`config.mk`:
```
export PLATFORM = sky130hd
export DESIGN_NAME = alu_result_collector
export DESIGN_NICKNAME = d
export VERILOG_FILES = /design/src/rtl/alu_pkg.sv /design/src/rtl/alu_result_fifo.sv /design/src/rtl/alu_result_collector.sv
export SDC_FILE = /design/constraint.sdc
export NUM_CORES = 1
export LEC_CHECK = 0
export ABC_CLOCK_PERIOD_IN_PS = 2200
export CORE_MARGIN = 8
export CORE_UTILIZATION = 51
export DETAILED_ROUTE_END_ITERATION = 10
export PLACE_DENSITY_LB_ADDON = 0.15
export SYNTH_ARGS = -nofsm -noshare
export SYNTH_HDL_FRONTEND = slang
export SYNTH_SLANG_ARGS = --single-unit
```
`constraint.sdc`:
```
create_clock -name clk -period 2.2 [get_ports clk]
set_clock_uncertainty 0.05 [all_clocks]
set_input_delay 0.55 -clock clk [delete_from_list [all_inputs] [get_ports clk]]
set_output_delay 0.55 -clock clk [all_outputs]
set_load 0.05 [all_outputs]
```
`src/rtl/alu_pkg.sv`:
```
// alu_pkg: shared types for the ALU result collector.
package alu_pkg;
    localparam int ALU_DATA_W = 8;
    typedef struct packed {
        logic                  irq;
        logic [ALU_DATA_W-1:0] data;
    } alu_result_t;
    typedef enum logic [1:0] {IRQ_IDLE, IRQ_PEND, IRQ_WAIT} irq_state_e;
endpackage

```
`src/rtl/alu_result_fifo.sv`:
```
// alu_result_fifo: synchronous FIFO of ALU results; a push into a full FIFO is
// accepted only when a pop frees the head slot in the same cycle.
module alu_result_fifo
    import alu_pkg::*;
#(
    parameter int DEPTH = 8
) (
    input  logic                   clk,
    input  logic                   rst_n,
    input  logic                   push,
    input  alu_result_t            wr_data,
    input  logic                   pop,
    output alu_result_t            rd_data,
    output logic                   rd_valid,
    output logic [$clog2(DEPTH):0] count,
    output logic                   full,
    output logic                   empty
);
    localparam int AW = $clog2(DEPTH);
    logic [AW-1:0] wr_ptr, rd_ptr;
    alu_result_t   mem [DEPTH];
    logic          do_push, do_pop;
    assign full    = count == (AW+1)'(DEPTH);
    assign empty   = count == '0;
    assign do_pop  = pop && !empty;
    assign do_push = push && (!full || do_pop);
    always_ff @(posedge clk or negedge rst_n) begin
        if (!rst_n) begin
            wr_ptr   <= '0;
            rd_ptr   <= '0;
            count    <= '0;
            rd_data  <= '0;
            rd_valid <= 1'b0;
        end else begin
            wr_ptr   <= do_push ? wr_ptr + 1'b1 : wr_ptr;
            rd_ptr   <= do_pop ? rd_ptr + 1'b1 : rd_ptr;
            count    <= count + (AW+1)'(do_push) - (AW+1)'(do_pop);
            rd_data  <= do_pop ? mem[rd_ptr] : rd_data;
            rd_valid <= do_pop;
        end
    end
    always_ff @(posedge clk) begin
        if (do_push) mem[wr_ptr] <= wr_data;
    end
endmodule

```
`src/rtl/alu_result_collector.sv`:
```
// alu_result_collector: captures ALU results into a FIFO and owns the ALU IRQ handshake.
// Define ALU_RESULT_COLLECTOR_TIMEOUT_EN to add the clear-timeout watchdog (irq_err).
module alu_result_collector
    import alu_pkg::*;
#(
    parameter int DEPTH       = 8,
    parameter int RESULT_LAT  = 1,
    parameter int TIMEOUT_CYC = 16
) (
    input  logic                   clk,
    input  logic                   rst_n,
    input  logic                   alu_enable,
    input  logic [ALU_DATA_W-1:0]  alu_out,
    input  logic                   alu_irq,
    output logic                   alu_irq_clr,
    input  logic                   rd_en,
    output logic [ALU_DATA_W:0]    rd_data,
    output logic                   rd_valid,
    output logic [$clog2(DEPTH):0] count,
    output logic                   full,
    output logic                   empty,
    output logic                   overflow,
    input  logic                   ovf_clr,
    output logic                   irq_pending,
    input  logic                   irq_ack,
    output logic                   irq_err
);
    logic [RESULT_LAT-1:0] pipe;
    logic                  capture;
    alu_result_t           head;
    irq_state_e            state, state_next;
    logic                  clr_next;
    assign capture     = pipe[RESULT_LAT-1];
    assign rd_data     = head;
    assign irq_pending = state == IRQ_PEND;

    alu_result_fifo #(.DEPTH(DEPTH)) u_fifo (
        .clk     (clk),
        .rst_n   (rst_n),
        .push    (capture),
        .wr_data ('{irq: alu_irq, data: alu_out}),
        .pop     (rd_en),
        .rd_data (head),
        .rd_valid(rd_valid),
        .count   (count),
        .full    (full),
        .empty   (empty)
    );

    always_ff @(posedge clk or negedge rst_n) begin
        if (!rst_n) begin
            pipe        <= '0;
            overflow    <= 1'b0;
            state       <= IRQ_IDLE;
            alu_irq_clr <= 1'b0;
        end else begin
            pipe        <= RESULT_LAT'({pipe, alu_enable});
            overflow    <= (capture && full && !rd_en) ? 1'b1 : ovf_clr ? 1'b0 : overflow;
            state       <= state_next;
            alu_irq_clr <= clr_next;
        end
    end

`ifdef ALU_RESULT_COLLECTOR_TIMEOUT_EN
    localparam int TW = $clog2(TIMEOUT_CYC + 1);
    logic [TW-1:0] tcnt;
    logic          err_set;
    always_ff @(posedge clk or negedge rst_n) begin
        if (!rst_n) begin
            tcnt    <= '0;
            irq_err <= 1'b0;
        end else begin
            tcnt    <= (state == IRQ_WAIT) ? tcnt + 1'b1 : '0;
            irq_err <= irq_err | err_set;
        end
    end
`else
    assign irq_err = 1'b0;
`endif

    always_comb begin
        state_next = state;
        clr_next   = 1'b0;
`ifdef ALU_RESULT_COLLECTOR_TIMEOUT_EN
        err_set    = 1'b0;
`endif
        case (state)
            IRQ_IDLE: state_next = alu_irq ? IRQ_PEND : IRQ_IDLE;
            IRQ_PEND: begin
                state_next = irq_ack ? IRQ_WAIT : IRQ_PEND;
                clr_next   = irq_ack;
            end
            IRQ_WAIT: begin
`ifdef ALU_RESULT_COLLECTOR_TIMEOUT_EN
                // Give up on a stuck interrupt; IDLE re-raises it as a fresh PEND.
                err_set    = alu_irq && tcnt == TW'(TIMEOUT_CYC - 1);
                state_next = (!alu_irq || err_set) ? IRQ_IDLE : IRQ_WAIT;
`else
                state_next = alu_irq ? IRQ_WAIT : IRQ_IDLE;
`endif
            end
            default: state_next = IRQ_IDLE;
        endcase
    end
endmodule
```
### Word level (Yosys, flattened, before mapping)

Memory sizes are Yosys's and may differ from the RTL's. A register that Yosys moved wholly into a read port is not among the register bits.
Cells that the tools add are included.

| cells by class | value |
|---|---|
| add/subtract/negate cells | 4 |
| equal/unequal tests | 3 |
| muxes and demuxes | 9 |
| reductions and logical operators | 12 |

Operators by type and width:

| operator | count |
|---|---|
| 3-bit by 1-bit adder with 3-bit output, second input constant | 2 |
| 1-bit 2-to-1 mux | 6 |
| 2-bit case mux with 3 select lines | 1 |
| 4-bit by 1-bit adder with 4-bit output | 1 |
| 4-bit == test, second input constant | 1 |
| 1-bit logical AND | 4 |
| 1-bit logical NOT | 4 |
| 4-bit logical NOT | 1 |
| 2-bit 2-to-1 mux | 2 |
| 4-bit by 1-bit subtractor with 4-bit output | 1 |
| 2-bit by 1-bit == test with 1-bit output, second input constant | 1 |
| 2-bit == test, second input constant | 1 |
| 2-bit logical NOT | 1 |
| 2-bit nonzero test | 1 |
| 1-bit logical OR | 1 |

| storage, ports and cells | value |
|---|---|
| register bits | 16 |
| memory bits (writable) | 72 |
| bits of input ports | 15 |
| output and inout port bits | 20 |
| logic and storage cells | 37 |
| memories | 1 |

Memories:

| name | words | bits a word | rd ports | clocked after memory_dff | write ports | RTL line | source |
|---|---|---|---|---|---|---|---|
| u_fifo.mem | 8 | 9 | 1 | 1 | 1 | alu_result_fifo.sv:21 | `alu_result_t mem [DEPTH];` |

### Depth between registers and ports, before layout

| logic depth | value |
|---|---|
| depth in word-level cells | 7 |
| depth in mapped cells | 9 |
| gate-level depth less buffers | 9 |

### Cells and area by module

Synthesis repeated with hierarchy kept, for this count alone.

| second synthesis, totals | value |
|---|---|
| cell total of the unflattened synthesis | 243 |
| area total of the unflattened synthesis | 3942.5 µm² |

By module, submodules not included:

| module | times used | cells each | area each (µm²) | sequential area each (µm²) |
|---|---|---|---|---|
| alu_result_fifo | 1 | 226 | 3754.9 | 2662.6 |
| alu_result_collector | 1 | 17 | 187.7 | 125.1 |

### Least setup slack after synthesis

OpenSTA, ideal clock, no wires.

| timing path | value |
|---|---|
| path type | register to register |
| start | reg u_fifo.count[2] |
| end | mem u_fifo.mem[0][0] in the netlist's numbering (enable) |
| setup time | 399 ps |
| data arrival time | 2273 ps |
| path slack | -522 ps |
| cell stages (with the launch flop) | 6 |
| clock period less this slack | 2722 ps |
| path through | dfrtp_1 > inv_1 > ha_1 > nor2b_1 > o21ai_4 > nor4_1 |

| on the way | value |
|---|---|
| longest elaborated chain between the ends | 7 |
| elaborated cells on any way between the ends | 9 |
| classes of those cells | 1 x eq/ne; 2 x mux; 6 x reduce/logical |

RTL lines:

| what | RTL line | source |
|---|---|---|
| from (decl) | alu_result_fifo.sv:15 | `output logic [$clog2(DEPTH):0] count,` |
| from (signal assigned) | alu_result_fifo.sv:37 | `count <= count + (AW+1)'(do_push) - (AW+1)'(do_pop);` |
| 4-bit logical NOT | alu_result_fifo.sv:24 | `assign empty = count == '0;` |
| 1-bit logical NOT | alu_result_fifo.sv:25 | `assign do_pop = pop && !empty;` |
| 1-bit logical AND | alu_result_fifo.sv:25 |  |
| 1-bit logical OR (*) | alu_result_fifo.sv:26 | `assign do_push = push && (!full \|\| do_pop);` |
| 1-bit logical AND (*) | alu_result_fifo.sv:26 |  |
| 1-bit 2-to-1 mux (*) | alu_result_fifo.sv:43 | `if (do_push) mem[wr_ptr] <= wr_data;` |
| 1-bit 2-to-1 mux (implied by the code) (*) | alu_result_fifo.sv:43 |  |
| to (decl) | alu_result_fifo.sv:21 |  |

Every way passes the cells marked *; elsewhere a longest branch is shown, timed or not.

### Worst setup path after layout

| timing path | value |
|---|---|
| start | reg u_fifo.count[2] |
| end | out full |

| on the way | value |
|---|---|
| longest elaborated chain between the ends | 1 |

RTL lines:

| what | RTL line | source |
|---|---|---|
| 4-bit == test | alu_result_fifo.sv:23 | `assign full = count == (AW+1)'(DEPTH);` |
| to (decl) | alu_result_collector.sv:20 | `output logic full,` |

Every way passes these cells.

==> results_dict.tcl <==
set metrics [dict create \
    critPathArrivalTime_ps 1580 \
    leading_cell_type_in_the_layout_fill_and_taps_excluded "sky130_fd_sc_hd__edfxtp_1" \
    route.antenna.remaining_nets 0 \
    internal-power_mw 3.98 \
    cts_tree "yes" \
    finalSetupViolations 0 \
    place_hpwl_mm 4.82 \
    wire_length_of_the_first_global_routing_pass_mm 11.7 \
    synth.cell_area_mm2 0.00394 \
    antenna_found_initial 0 \
    design_area_mm2 0.00480 \
    detailedRoute.firstPassIterationCount 4 \
    critical-path-slowest-cell "sky130_fd_sc_hd__dfrtp_2" \
    timing.reg2reg.setup_slack_ps 70 \
    syn-num-nets 265 \
    die_w_um 104 \
    num_vias 2192 \
    drt_iter0_drc 119 \
    worst_ep_required_time_ps 1600 \
    htree_num_levels 3 \
    critPathKind "register to output pin" \
    postSynthAreaPerCell_um2 16.3 \
    p_seq_frac 0.414 \
    netSwitchingPower_mw 2.45 \
    finalCritPeriodShare 0.991 \
    hold_violations 0 \
    instances_no_fill 406 \
    ctsLongestPathBuffers 2 \
    ys_ff_latch 97 \
    post_synth_top_area_share 0.549 \
    slew_headroom 0.665 \
    drcViolationCount 0 \
    power_frac_clock 0.161 \
    track_usage 0.141 \
    critical_path.endpoint_type "output pin" \
    worst_setup_hold_path_clk_slew_ps 100 \
    via_per_inst 5.40 \
    crit_top_cell "sky130_fd_sc_hd__inv_4" \
    worst_setup_path_start_kind "register" \
    timing.critical_path.slowest_cell_delay_ps 430 \
    crit_path_cell_trace "inv_4, ha_4, or3b_4, inv_4, buf_12" \
    r2r_cells 9 \
    cts_buffers 9 \
    grt_pass1_vias 2216 \
    final.fill_count 559 \
    synth_warnings 0 \
    antennaDiodeCount 0 \
    hold_path_depth 1 \
    hold_path_end "state[0]" \
    io_pins 35 \
    min-delay-path-class "register to register" \
    drive_above_1_share 0.273 \
    most_frequent_cells_in_the_layout "sky130_fd_sc_hd__edfxtp_1 (72), sky130_fd_sc_hd__clkdlybuf4s50_1 (26), sky130_fd_sc_hd__dfrtp_1 (23), sky130_fd_sc_hd__buf_4 (23), sky130_fd_sc_hd__mux2_2 (19)" \
    cap_viol_max_count 0 \
    rsz0062_at_grt "yes" \
    critical_path_peak_fanout 3 \
    layout.nets 322 \
    comb_power_share 0.424 \
    synth_top_cells_by_area "sky130_fd_sc_hd__edfxtp_1 (55%), sky130_fd_sc_hd__dfrtp_1 (16%), sky130_fd_sc_hd__mux2_2 (5.4%), sky130_fd_sc_hd__mux2i_1 (4.6%), sky130_fd_sc_hd__ha_1 (2.2%)" \
    final.setup.worst_slack_ps 19.1 \
    start_util 0.517 \
    detail_route.wl_per_cell_um 18.0 \
    crit_start "u_fifo.count[2]" \
    die_area_mm2 0.0108 \
    yosysUniqueCellTypes 38 \
    ctsRootBufferMaster "sky130_fd_sc_hd__clkbuf_8" \
    post-route-min-period_ps 2180 \
    floorplan.rows 32 \
    post-synth-top-area-cell "sky130_fd_sc_hd__edfxtp_1" \
    area.growth.synth_to_final_pct 21.8 \
    fmaxAchievable_ghz 0.459 \
    clkLatencyLatePin_ps 360 \
    grt_max_degree 39 \
    dieHeight_um 104 \
    worstReg2RegStart "u_fifo.count[3]" \
    core_area_mm2 0.00761 \
    detail_route.wirelength_mm 7.33 \
    gr-total-overflow 0 \
    min-delay-start "state[1]" \
    drv_slew 0 \
    count_of_input_and_output_buffers 33 \
    seq_area_frac_synth 0.708 \
    place_ws_ps -329 \
    power_switching_share 0.381 \
    max-vdd-ir-drop_v 0.000558 \
    run_status "completed" \
    setup_total_negative_slack_ps 0 \
    p_per_area_mw_per_mm2 1340 \
    clkSinkCount 97 \
    tightestPinTransition_ps 501 \
    postPlaceCellArea_mm2 0.00455 \
    power_leakage_nw 1.79 \
    critical_path.reg2reg.endpoint "u_fifo.count[1]" \
    place.gp.congestion 0.776 \
    syn-instance-count 242 \
    numPlacedInstances 386 \
    multiInputGateArea_mm2 0.00111 \
    regArea_mm2 0.00279 \
]
## per-stage QoR
step | utilization | hold slack [ps] | total power, mW
final | 0.630 | 408 | 6.43
after global routing | 0.630 | 432 | 6.80
after CTS | 0.625 | 411 | 6.45
after detailed placement | 0.598 | 399 | 5.39
after global placement | 0.598 | 393 | 5.34
after floorplan | - | 204 | 4.54
## worst max-delay path by stage
stage,slack (ps),cells after the start,end
after floorplan,-100,9,u_fifo.count[1]
after global placement,-290,8,u_fifo.count[1]
after detailed placement,-330,8,u_fifo.count[1]
after CTS,-7,5,full
after global routing,-50,5,full
final,20,5,full
## layout make-up
cell class              instances  share of cell area
multi-input cells             123               0.232
clock inverters                 6              0.0104
well taps                     102              0.0266
repair buffers                 56               0.112
flip-flops and latches         97               0.582
clock buffers                  10              0.0266
inverters                      12              0.0104
## worst max-delay path: cells and delay by family, from the launching register on
kind	cells	cell delay [ps]
and+or+nand+nor	1	390
buffers and inverters	3	290
adders and majority gates	1	110
DFF	1	430
## registers in the layout, indices dropped and copies added, names as in the netlist, 2 cells and up
name / count
state: 2
u_fifo.count: 4
u_fifo.mem: 72
u_fifo.rd_ptr: 3
u_fifo.wr_ptr: 3
u_fifo.rd_data: 9
## layer usage
layer / vias up / share of wire / global-route usage
met2: 64 / 0.47 / 0.218
met1: 1089 / 0.45 / 0.184
met3: 7 / 0.066 / 0.0409
met4: 0 / 0.010 / 0.0507
li1: 1032 / - / -
met5: - / 0 / 0
## cells in the mapped netlist (all sizes together)
cell	n
a22o	9
a211oi	1
nand2b	4
o31ai	9
edfxtp	72
dfrtp	25
and2	1
or3b	1
ha	7
a21oi	1
xor2	1
inv	12
nor2b	3
or3	1
o21bai	1
a32o	1
mux2i	18
o22ai	9
conb	1
clkbuf	2
fa	1
nor4	1
o211ai	2
o21ai	11
nor3	4
a21o	1
nor2	5
mux2	20
buf	8
nor3b	1
nand3b	1
nand2	3
xnor2	5
## power by group through the flow
stage                     registers (mW)  clock network, mW  logic, mW
after floorplan                     3.11                  0       1.43
after global placement              2.68                  0       2.66
after detailed placement            2.70                  0       2.69
after CTS                           2.67               1.07       2.71
after global routing                2.72               1.14       2.94
final                               2.67               1.04       2.73
## cell families (layout without fill, tap and decap cells)
kind of cell,after synthesis,in the layout,share of synthesized area
other,1,1,0.000953
flip-flops,97,97,0.708
multiplexers,38,38,0.104
AND/OR/NAND/NOR,25,25,0.0356
AO/OA/AOI/OAI,45,45,0.0817
adder cells (fa/ha/maj),8,8,0.0273
buffers and inverters,22,84,0.0289
XOR/XNOR,6,6,0.0134
## timing repair
item | 4_1_cts | 5_1_grt
hold buffers | 0 | 0
gates resized for setup | 7 | 5
pin swaps | 1 | 4
setup buffers | 1 | 3
setup endpoints to repair | 1 | 16
(Power assumes the default switching activity.)
